--- config.mk ---
export PLATFORM = sky130hd
export DESIGN_NAME = fetch_unit
export DESIGN_NICKNAME = d
export VERILOG_FILES = /design/src/rtl/fetch_pkg.sv /design/src/rtl/branch_target.sv /design/src/rtl/fetch_unit.sv
export SDC_FILE = /design/constraint.sdc
export NUM_CORES = 1
export LEC_CHECK = 0
export CAP_MARGIN = 20
export CORE_MARGIN = 1.5
export CORE_UTILIZATION = 49
export CTS_BUF_LIST = sky130_fd_sc_hd__clkbuf_8
export CTS_CLUSTER_DIAMETER = 50
export DETAILED_ROUTE_END_ITERATION = 7
export PLACE_DENSITY = 0.85
export SLEW_MARGIN = 20
export SYNTH_ARGS = -nofsm -noshare
export SYNTH_HDL_FRONTEND = slang
export SYNTH_SLANG_ARGS = --single-unit
--- constraint.sdc ---
create_clock -name clk -period 2.38 [get_ports clk]
set_input_delay 0.476 -clock clk [delete_from_list [all_inputs] [get_ports clk]]
set_output_delay 0.476 -clock clk [all_outputs]
set_load 0.01 [all_outputs]
--- src/rtl/fetch_pkg.sv ---
// Shared types and constants for the fetch stage: FSM state encoding,
// instruction/offset widths and the default halt word.
package fetch_pkg;

    localparam int IW  = 9;
    localparam int BOW = 8;

    localparam logic [IW-1:0] HALT_CODE_DEF = 9'b111111111;

    typedef enum logic [1:0] {
        IDLE = 2'd0,
        RUN  = 2'd1,
        HALT = 2'd2
    } state_t;

endpackage

--- src/rtl/branch_target.sv ---
// Branch target generation: absolute target or ir_pc plus sign-extended
// offset, truncated to the PC width so relative targets wrap silently.
module branch_target
    import fetch_pkg::*;
#(
    parameter int D = 9
) (
    input  logic [D-1:0]   ir_pc,
    input  logic           br_rel,
    input  logic [BOW-1:0] br_off,
    input  logic [D-1:0]   br_abs,
    output logic [D-1:0]   target
);

    logic [D-1:0] off_ext;

    // Offset is fitted to the PC width; narrower PCs simply drop high offset bits.
    generate
        if (D > BOW) begin : g_sext
            assign off_ext = {{(D-BOW){br_off[BOW-1]}}, br_off};
        end else if (D == BOW) begin : g_same
            assign off_ext = br_off;
        end else begin : g_trunc
            assign off_ext = br_off[D-1:0];
        end
    endgenerate

    assign target = br_rel ? (ir_pc + off_ext) : br_abs;

endmodule

--- src/rtl/fetch_unit.sv ---
// PC / fetch stage: drives the ROM address, latches words into IR and hands
// them to decode over valid/ready. Optional perf counters via FETCH_PERF_EN.
module fetch_unit
    import fetch_pkg::*;
#(
    parameter int            D          = 9,
    parameter logic [IW-1:0] HALT_CODE  = HALT_CODE_DEF,
    parameter logic [D-1:0]  START_ADDR = '0
) (
    input  logic           clk,
    input  logic           reset_n,
    input  logic           start,
    output logic [D-1:0]   prog_ctr,
    input  logic [IW-1:0]  mach_code,
    output logic [IW-1:0]  ir,
    output logic [D-1:0]   ir_pc,
    output logic           ir_valid,
    input  logic           ir_ready,
    input  logic           br_taken,
    input  logic           br_rel,
    input  logic [BOW-1:0] br_off,
    input  logic [D-1:0]   br_abs,
    output logic           done,
`ifdef FETCH_PERF_EN
    output logic [15:0]    cyc_cnt,
    output logic [15:0]    ret_cnt,
`endif
    output logic           fault
);

    localparam logic [D-1:0] PC_MAX = '1;

    state_t        state_reg, state_next;
    logic [D-1:0]  pc_reg, pc_next;
    logic [IW-1:0] ir_reg, ir_next;
    logic [D-1:0]  ir_pc_reg, ir_pc_next;
    logic          ir_valid_reg, ir_valid_next;
    logic          fault_reg, fault_next;

    logic          handshake;
    logic          redirect;
    logic          advance;
    logic          restart;
    logic [D-1:0]  target;

    branch_target #(.D(D)) u_branch_target (
        .ir_pc  (ir_pc_reg),
        .br_rel (br_rel),
        .br_off (br_off),
        .br_abs (br_abs),
        .target (target)
    );

    assign handshake = ir_valid_reg && ir_ready;
    assign redirect  = handshake && br_taken;
    assign advance   = !ir_valid_reg || ir_ready;
    assign restart   = start && (state_reg != RUN);

    always_comb begin
        state_next    = state_reg;
        pc_next       = pc_reg;
        ir_next       = ir_reg;
        ir_pc_next    = ir_pc_reg;
        ir_valid_next = ir_valid_reg;
        fault_next    = fault_reg;

        case (state_reg)
            IDLE: begin
                if (start) begin
                    state_next    = RUN;
                    pc_next       = START_ADDR;
                    ir_valid_next = 1'b0;
                    fault_next    = 1'b0;
                end
            end
            RUN: begin
                if (redirect) begin
                    pc_next       = target;
                    ir_valid_next = 1'b0;
                end else if (advance) begin
                    ir_next       = mach_code;
                    ir_pc_next    = pc_reg;
                    ir_valid_next = 1'b1;
                    // Halt and wrap both freeze the PC and stop fetching.
                    if (mach_code == HALT_CODE) begin
                        state_next = HALT;
                    end else if (pc_reg == PC_MAX) begin
                        state_next = HALT;
                        fault_next = 1'b1;
                    end else begin
                        pc_next = pc_reg + 1'b1;
                    end
                end
            end
            HALT: begin
                if (start) begin
                    state_next    = RUN;
                    pc_next       = START_ADDR;
                    ir_valid_next = 1'b0;
                    fault_next    = 1'b0;
                end else if (redirect) begin
                    state_next    = RUN;
                    pc_next       = target;
                    ir_valid_next = 1'b0;
                end else if (handshake) begin
                    ir_valid_next = 1'b0;
                end
            end
            default: begin
                state_next    = IDLE;
                ir_valid_next = 1'b0;
            end
        endcase
    end

    always_ff @(posedge clk or negedge reset_n) begin
        if (!reset_n) begin
            state_reg    <= IDLE;
            pc_reg       <= START_ADDR;
            ir_reg       <= '0;
            ir_pc_reg    <= '0;
            ir_valid_reg <= 1'b0;
            fault_reg    <= 1'b0;
        end else begin
            state_reg    <= state_next;
            pc_reg       <= pc_next;
            ir_reg       <= ir_next;
            ir_pc_reg    <= ir_pc_next;
            ir_valid_reg <= ir_valid_next;
            fault_reg    <= fault_next;
        end
    end

    assign prog_ctr = pc_reg;
    assign ir       = ir_reg;
    assign ir_pc    = ir_pc_reg;
    assign ir_valid = ir_valid_reg;
    assign fault    = fault_reg;
    // Halted with the final word already drained.
    assign done     = (state_reg == HALT) && !ir_valid_reg;

`ifdef FETCH_PERF_EN
    logic [15:0] cyc_cnt_reg;
    logic [15:0] ret_cnt_reg;

    always_ff @(posedge clk or negedge reset_n) begin
        if (!reset_n) begin
            cyc_cnt_reg <= '0;
            ret_cnt_reg <= '0;
        end else if (restart) begin
            cyc_cnt_reg <= '0;
            ret_cnt_reg <= '0;
        end else begin
            if ((state_reg == RUN) && (cyc_cnt_reg != 16'hFFFF))
                cyc_cnt_reg <= cyc_cnt_reg + 16'd1;
            if (handshake && (ret_cnt_reg != 16'hFFFF))
                ret_cnt_reg <= ret_cnt_reg + 16'd1;
        end
    end

    assign cyc_cnt = cyc_cnt_reg;
    assign ret_cnt = ret_cnt_reg;
`endif

endmodule

Word-level counts from Yosys, hierarchy flattened:

Index checks and enable logic that the tools add are counted.

* add/sub/neg operators: 2
* equality and inequality tests: 16
* muxes and demuxes: 29
* bitwise logic cells: 1
* reduce and logical (&&, ||, !) cells: 14

Operators by type and width (number)
* 9-bit two-way mux: 8
* 9-bit case mux with 3 select lines: 1
* 9-bit == test, second input constant: 2
* 3-bit inequality test, second input constant: 5
* 2-bit two-way mux: 7
* 6-bit AND reduction: 2
* 1-bit two-way mux: 10
* 2-bit inequality test, second input constant: 5
* 9-bit by 1-bit adder with 9-bit output, second input constant: 1
* 9-bit adder: 1
* 2-bit case mux with 3 select lines: 1
* 3-bit AND reduction: 2
* 5-bit AND reduction: 1
* 4-bit inequality test, second input constant: 1
* 1-bit logical AND: 3
* 1-bit case mux with 3 select lines: 1
* 3-bit nonzero test: 1
* 2-bit by 1-bit == test with 1-bit output, second input constant: 1
* 2-bit == test, second input constant: 1
* 2-bit logical NOT: 1
* 2-bit by 1-bit inequality test with 1-bit output, second input constant: 1
* 1-bit case mux with 2 select lines: 1
* 2-bit nonzero test: 1
* 2-bit OR reduction: 1
* other kinds (3): 3

* register bits after elaboration: 31
* output and inout port bits: 30
* word-level logic and storage cells: 68

Logic depth before layout (Yosys ltp):

Gate-level depths: netlist (run 1).

* depth in word-level cells: 6
* depth in mapped cells: 10
* depth with buffers taken out: 9

Cells and area by module:

A second synthesis (run 1) with hierarchy kept.

* cell total of the unflattened synthesis: 217
* area, all modules: 2175.8 um2

Modules (own cells, without submodules)
* fetch_unit: instances 1, cells an instance 161, area an instance 1721.7 um2, sequential area each 775.7 um2
* branch_target: instances 1, cells an instance 56, area an instance 454.2 um2, sequential area each 0.0 um2

Worst setup path after synthesis (run 1):

Ideal clock, no wire load.

* kind: register to register
* from: reg pc_reg[0] (netlist: prog_ctr[0])
* to: reg pc_reg[5] (netlist: prog_ctr[5])
* data arrival time: 1.968 ns
* path slack: 0.267 ns
* stages on the path, launching flop included: 9
* path buffers: 0
* cells stage by stage: dfrtp_1 ha_1 and3_1 and3_1 ha_1 nor2_1 a21oi_1 a2111oi_0 a22oi_1

* cells in the longest elaborated chain, start to end: 6
* elaborated cells between the ends (all ways): 9
* classes of those cells: add/sub (1); eq/ne (2); mux (5); reduce/logical (1)

RTL lines
* from (decl): line fetch_unit.sv:34 `logic [D-1:0] pc_reg, pc_next;`
* from (signal assigned): line fetch_unit.sv:126 `pc_reg <= pc_next;`
* 9-bit by 1-bit adder with 9-bit output: line fetch_unit.sv:91 `pc_next = pc_reg + 1'b1;`
* 9-bit two-way mux: line fetch_unit.sv:87 `end else if (pc_reg == PC_MAX) begin`
* 9-bit two-way mux: line fetch_unit.sv:85 `if (mach_code == HALT_CODE) begin`
* 9-bit two-way mux: line fetch_unit.sv:80 `end else if (advance) begin`
* 9-bit two-way mux: line fetch_unit.sv:77 `if (redirect) begin`
* 9-bit case mux with 3 select lines: line fetch_unit.sv:67 `case (state_reg)`

Parallel ways exist; a longest one is shown, timed or not. The select of a mux whose other input is x is not followed.
A chain may end at the register's enable or synchronous reset.

Final worst setup path (run 1):

* from: in br_off[0]
* to: reg pc_reg[6] (netlist: prog_ctr[6])

* cells in the longest elaborated chain, start to end: 5
* elaborated cells between the ends (all ways): 6
* classes of those cells: add/sub (1); mux (5)

RTL lines
* from (decl): line fetch_unit.sv:21 `input logic [BOW-1:0] br_off,`
* 9-bit adder *: line branch_target.sv:28 `assign target = br_rel ? (ir_pc + off_ext) : br_abs;`
* 9-bit two-way mux *: line branch_target.sv:28
* 9-bit two-way mux: line fetch_unit.sv:101 `end else if (redirect) begin`
* 9-bit two-way mux: line fetch_unit.sv:96 `if (start) begin`
* 9-bit case mux with 3 select lines *: line fetch_unit.sv:67

Mark *: on every way between the ends. The rest lies on a longest branch, timed or not. The select of a mux whose other input is x is not followed.

==> results of run 1 <==
==> cell families (layout without fill, tap and decap cells) <==
logic type,after synthesis,count (layout),share of synthesized area
buffers and inverters,15,104,0.0327
XOR/XNOR,7,7,0.0303
multiplexers,21,21,0.116
adder cells (fa/ha/maj),15,15,0.0964
flip-flops,31,31,0.383
AND/OR/NAND/NOR,59,59,0.152
AO/OA/AOI/OAI,57,57,0.190
==> layer usage <==
| metal | vias to the layer above | track usage | routed length [µm] |
|---|---|---|---|
| li1 | 931 | - | - |
| met1 | 918 | 0.345 | 2440 |
| met2 | 86 | 0.416 | 2690 |
| met3 | 11 | 0.0600 | 306 |
| met4 | 0 | 0.0944 | 95 |
| met5 | - | 0 | 0 |
==> cells in the mapped netlist, drive strengths merged, types with 2 or more instances <==
master,number,area share
dfrtp,31,0.38
mux2,19,0.11
o21ai,19,0.049
ha,14,0.086
nand2,13,0.024
nor2,13,0.025
a21oi,11,0.027
inv,10,0.019
nor3,6,0.015
o21a,6,0.022
and3,5,0.015
nor2b,5,0.017
nor3b,5,0.019
a211oi,4,0.015
buf,4,0.012
nand3,4,0.0099
xnor2,4,0.017
nand2b,3,0.0093
xor2,3,0.013
mux2i,2,0.0099
o22ai,2,0.0062
==> per-stage QoR <==
step                setup WS (ps)  std cells  total power, mW  area (µm²)  hold slack [ps]
finish                       27.8        344             2.92        2970              506
global route                -13.6        344             3.11        2970              534
CTS                          67.0        343             2.91        2950              508
detailed placement           -223        335             2.47        2860              495
global placement             -151        335             2.41        2860              487
floorplan                     267        205             1.71        2030              180
==> power breakdown <==
| part | total (mW) | switching [mW] | internal (mW) |
|---|---|---|---|
| clock network | 0.427 | 0.223 | 0.203 |
| registers | 0.834 | 0.128 | 0.706 |
| logic | 1.66 | 0.761 | 0.902 |
==> critical path, stage by stage <==
cell,delay (ps)
clkdlybuf4s50_1,410
ha_1,200
inv_1,70
fa_2,210
nor2b_2,50
o31a_1,320
buf_4,150
o21a_1,190
o21ai_0,210
nand3b_1,120
a21oi_1,150
==> repair_timing <==
action | 4_1_cts | 5_1_grt
endpoints found under the hold margin | 0 | 0
setup endpoints to repair | 0 | 3
buffers inserted | 0 | 1
resized for setup | 0 | 4
==> area by class of cell <==
class | instances | area, µm² | area share
flip-flops and latches | 31 | 776 | 0.261
repair buffers | 86 | 811 | 0.273
well taps | 50 | 62.6 | 0.0211
clock buffers | 5 | 68.8 | 0.0232
inverters | 10 | 37.5 | 0.0126
clock inverters | 3 | 20.0 | 0.00674
multi-input cells | 159 | 1190 | 0.402
==> worst max-delay path by stage <==
stage	slack, ps	end	start	depth (start not counted)
after floorplan	270	prog_ctr[5]	prog_ctr[0]	8
final	30	prog_ctr[6]	br_off[0]	11
after CTS	70	prog_ctr[8]	br_off[0]	10
after global placement	-150	prog_ctr[8]	br_off[0]	10
after global routing	-10	prog_ctr[6]	br_off[0]	11
after detailed placement	-220	prog_ctr[8]	br_off[0]	10
==> run summary, run 1 <==
Achievable frequency = 0.425 GHz
Tcrit/Tclk final = 0.988
Min-delay src = ir[2]
PortBufs = 61
Final Hold Viols = 0
Clock transition at path regs = 70 ps
Reg2reg path depth = 8
Vias in the first global route = 1871
Tot GR Track Use = 0.260
CTS sink count = 31
Ports = 62
Core area = 4000 µm²
# DRC = 0
Critical R2R Launch = prog_ctr[0]
Clock Skew = 6.91 ps
Final nets = 340
TritonRoute pass-1 iters = 4
Synth Flop Type = dfrtp_1
Max-cap viol count = 0
Worst r2r dst = prog_ctr[5]
Final Max Slew Viols = 0
Crit path arrival time = 2560 ps
Largest net degree at the start of global routing = 32
Clk_lat worst skew = 280 ps
Asr flop ratio synth = 1.00
H-tree depth = 2
Register area share after synthesis = 0.383
Final core utilization = 0.743
Number of nets with antenna violations after routing = 0
Critical Path Sink Type = flip-flop
CTS Buf Count = 5
Via density = 5.66
Min Tclk post-route = 2350 ps
Worst path required time = 2580 ps
VDD IR max = 0.000813 V
Hold path endpoint = ir[2]
Post-Synthesis Net Count = 252
Clk root buf = clkbuf_8
Worst slew margin = 0.663
Share of cells above drive strength 1 = 0.204
Synthesized cell area = 2030 µm²
Most common cell after layout, fill and taps aside = clkdlybuf4s50_1
Crit Path Category = primary input to flip-flop
# rows = 23
Synthesized flop and latch total = 31
DRT iter0 DRCs = 108
Initial antenna violation count = 0
CTS tree = yes
Number of flops mapped to enable cells by yosys = 0
Final setup vio count = 0
Nature of the critical path startpoint = primary input
Hold buffers post-CTS = 0
Worst Tran Pin Value = 505 ps
Max Root-Sink Buffers = 2
Final TNS setup = 0 ps
Gr ovfl total = 0
Netlist cell types = 48
Area grow syn2layout = 46.6%
Crit path max fanout = 3
Pleak = 1.31 nW
Most frequent cells in the layout = 61 x clkdlybuf4s50_1, 31 x dfrtp_1, 24 x buf_4
Worst min-delay path class = flip-flop to flip-flop
Die H = 67.3 µm
HPWL Detailed = 4.09 mm
Post-DR wirelength/cell = 16.1 µm
Fill cell count = 301
Antenna diode count = 0
Die area = 4530 µm²
Status = finished, final reports clean
FF-to-FF setup slack = 140 ps
Die width = 67.3 µm
Initial Util = 0.506
PD cells = 984 nW/µm²
Mean Syn Cell Area = 9.88 µm²
Syn Inst Count = 205
Hold depth = 1
Global-route wire length before repair = 8.66 mm
Routability congestion estimate = 0.817
Routed wire length = 5.53 mm
Ys Warns = 0
Via Count = 1946
(Power assumes the default switching activity.)
==> inputs of run 2 (changes only) <==
CORE_UTILIZATION = 60   (was 49)
DONT_BUFFER_PORTS = 1   (was not set)
PLACE_DENSITY = 0.78   (was 0.85)
clock period = 2.5 ns   (was 2.38 ns; I/O delays follow)
==> run summary, run 2 (synthesized netlist as in run 1, its figures left out) <==
Post-Place Setup Slack = 159 ps (+383 ps)
Clock Skew = 7.23 ps (+0.315 ps)
HPWL Detailed = 3.52 mm (-14%)
VDD IR max = 0.000697 V (-14%)
Final Hold Viols = 0 (unchanged)
Share of cells above drive strength 1 = 0.171 (-0.0327)
Final setup vio count = 0 (unchanged)
Reg2reg path depth = 8 (unchanged)
Min Tclk post-route = 2300 ps
Max-cap viol count = 0 (unchanged)
PD cells = 1060 nW/µm² (+7.7%)
Clock transition at path regs = 70 ps (about the same)
Worst min-delay path class = primary input to async pin
Initial antenna violation count = 0 (unchanged)
CTS sink count = 31 (unchanged)
Gr ovfl total = 0 (unchanged)
Most common cell after layout, fill and taps aside = dfrtp_1
FF-to-FF setup slack = 200 ps (+60 ps)
Worst Tran Pin Value = 1000 ps (+495 ps)
CTS Buf Count = 5 (unchanged)
Post-CTS setup buffers = 0 (unchanged)
Routability congestion estimate = 0.896 (+9.6%)
Worst slew margin = 0.333 (-0.330)
Post-DR wirelength/cell = 18.2 µm (+13%)
Worst path max stage delay = 460 ps (+50 ps)
# DRC = 0 (unchanged)
CTS tree = yes
Crit Path Category = flip-flop to flip-flop
Nature of the critical path startpoint = flip-flop
Number of nets with antenna violations after routing = 0 (unchanged)
CP cell instances = ha_1, and3_1, and3_1, ha_1, nor2_2, o21ai_1, or2_0, a22oi_1
Critical Path Sink Type = flip-flop
Routed wire length = 4.63 mm (-16%)
Global-route wire length before repair = 7.22 mm (-17%)
Final worst slack = 203 ps (+175 ps)
Ports = 62 (unchanged)
PortBufs = 0 (-100%)
Max Root-Sink Buffers = 2 (unchanged)
Worst r2r dst = prog_ctr[5]
Crit path max fanout = 7 (+4)
TritonRoute pass-1 iters = 8 (+4)
Vias in the first global route = 1700 (-9.1%)
Status = finished, final reports clean
Via density = 6.49 (+15%)
Achievable frequency = 0.435 GHz
Core area = 3130 µm² (-22%)
Tot GR Track Use = 0.264 (+0.00402)
Design area = 2200 µm² (-26%)
Die area = 3730 µm² (-18%)
Die H = 61.1 µm (-9.2%)
Most frequent cells in the layout = 31 x dfrtp_1, 19 x mux2_2, 14 x ha_1
Final nets = 256 (-25%)
RSZ-0062 raised after global routing = false
Antenna diode count = 0 (unchanged)
Initial Util = 0.648 (+0.141)
Clk_lat worst skew = 290 ps (about the same)
Critical R2R Launch = prog_ctr[0]
Final Max Slew Viols = 0 (unchanged)
Pleak = 0.978 nW (-25%)
Tcrit/Tclk final = 0.919
Final TNS setup = 0 ps (unchanged)
# rows = 20 (-13%)
Area grow syn2layout = 8.52%
Via Count = 1649 (-15%)
Post-DP Area = 2060 µm² (-28%)
Critical path's slowest cell = dfrtp_1
Die width = 61.1 µm (-9.2%)
Crit path arrival time = 2510 ps (-50 ps)
DRT iter0 DRCs = 74 (-31%)
Largest net degree at the start of global routing = 32 (unchanged)
Clk root buf = clkbuf_8
Worst path required time = 2710 ps (+130 ps)
H-tree depth = 2 (unchanged)
==> run 2: how the worst max path moves through the flow <==
stage | start | end | slack (ps) | cells after the start
after floorplan | prog_ctr[0] | prog_ctr[5] | 390 | 8
after global placement | prog_ctr[0] | prog_ctr[5] | 250 | 8
after detailed placement | prog_ctr[0] | prog_ctr[5] | 160 | 8
after CTS | prog_ctr[0] | prog_ctr[5] | 150 | 8
after global routing | prog_ctr[0] | prog_ctr[5] | 0.3 | 8
final | prog_ctr[0] | prog_ctr[5] | 200 | 8
==> run 2: critical path: cells and delay by family, from the launching register on <==
| kind | cells | cell delay, ps |
|---|---|---|
| AND/OR/NAND/NOR | 4 | 960 |
| adder cells (fa/ha/maj) | 2 | 480 |
| flip-flops | 1 | 460 |
| AO/OA/AOI/OAI | 2 | 320 |
==> run 2: stage by stage <==
stage	std cells	hold WS (ps)	total power, mW	utilization
after global placement	245	205	1.77	0.658
after global routing	254	41.9	2.47	0.703
after CTS	254	39.8	2.33	0.701
after floorplan	205	204	1.62	-
after detailed placement	245	205	1.82	0.658
final	254	28.9	2.33	0.703
==> run 2: layer usage <==
metal	GRT usage	vias up	routed length (µm)
li1	-	760	-
met1	0.320	807	1860
met2	0.435	74	2310
met3	0.0861	8	411
met4	0.109	0	44
met5	0	-	0
==> run 2: layout make-up <==
| type | instances | area, µm² |
|---|---|---|
| clock buffer | 5 | 68.8 |
| fill | 243 | 930 |
| timing repair buffer | 2 | 27.5 |
| sequential | 31 | 776 |
| clock inverter | 3 | 43.8 |
| tap | 44 | 55.1 |
| inverter | 10 | 37.5 |
| multi-input combinational | 159 | 1190 |
==> run 2: where the power goes <==
group | leakage (nW) | internal [mW] | total (mW) | switching [mW]
Clock | 0.0581 | 0.296 | 0.499 | 0.202
Combinational | 0.518 | 0.426 | 0.914 | 0.488
Sequential | 0.402 | 0.672 | 0.917 | 0.245
==> run 2: timing repair <==
action / 4_1_cts / 5_1_grt
endpoints found under the setup margin: 0 / 4
hold endpoints to repair: 31 / 0
gates resized for setup: 0 / 3
hold buffers: 1 / 0
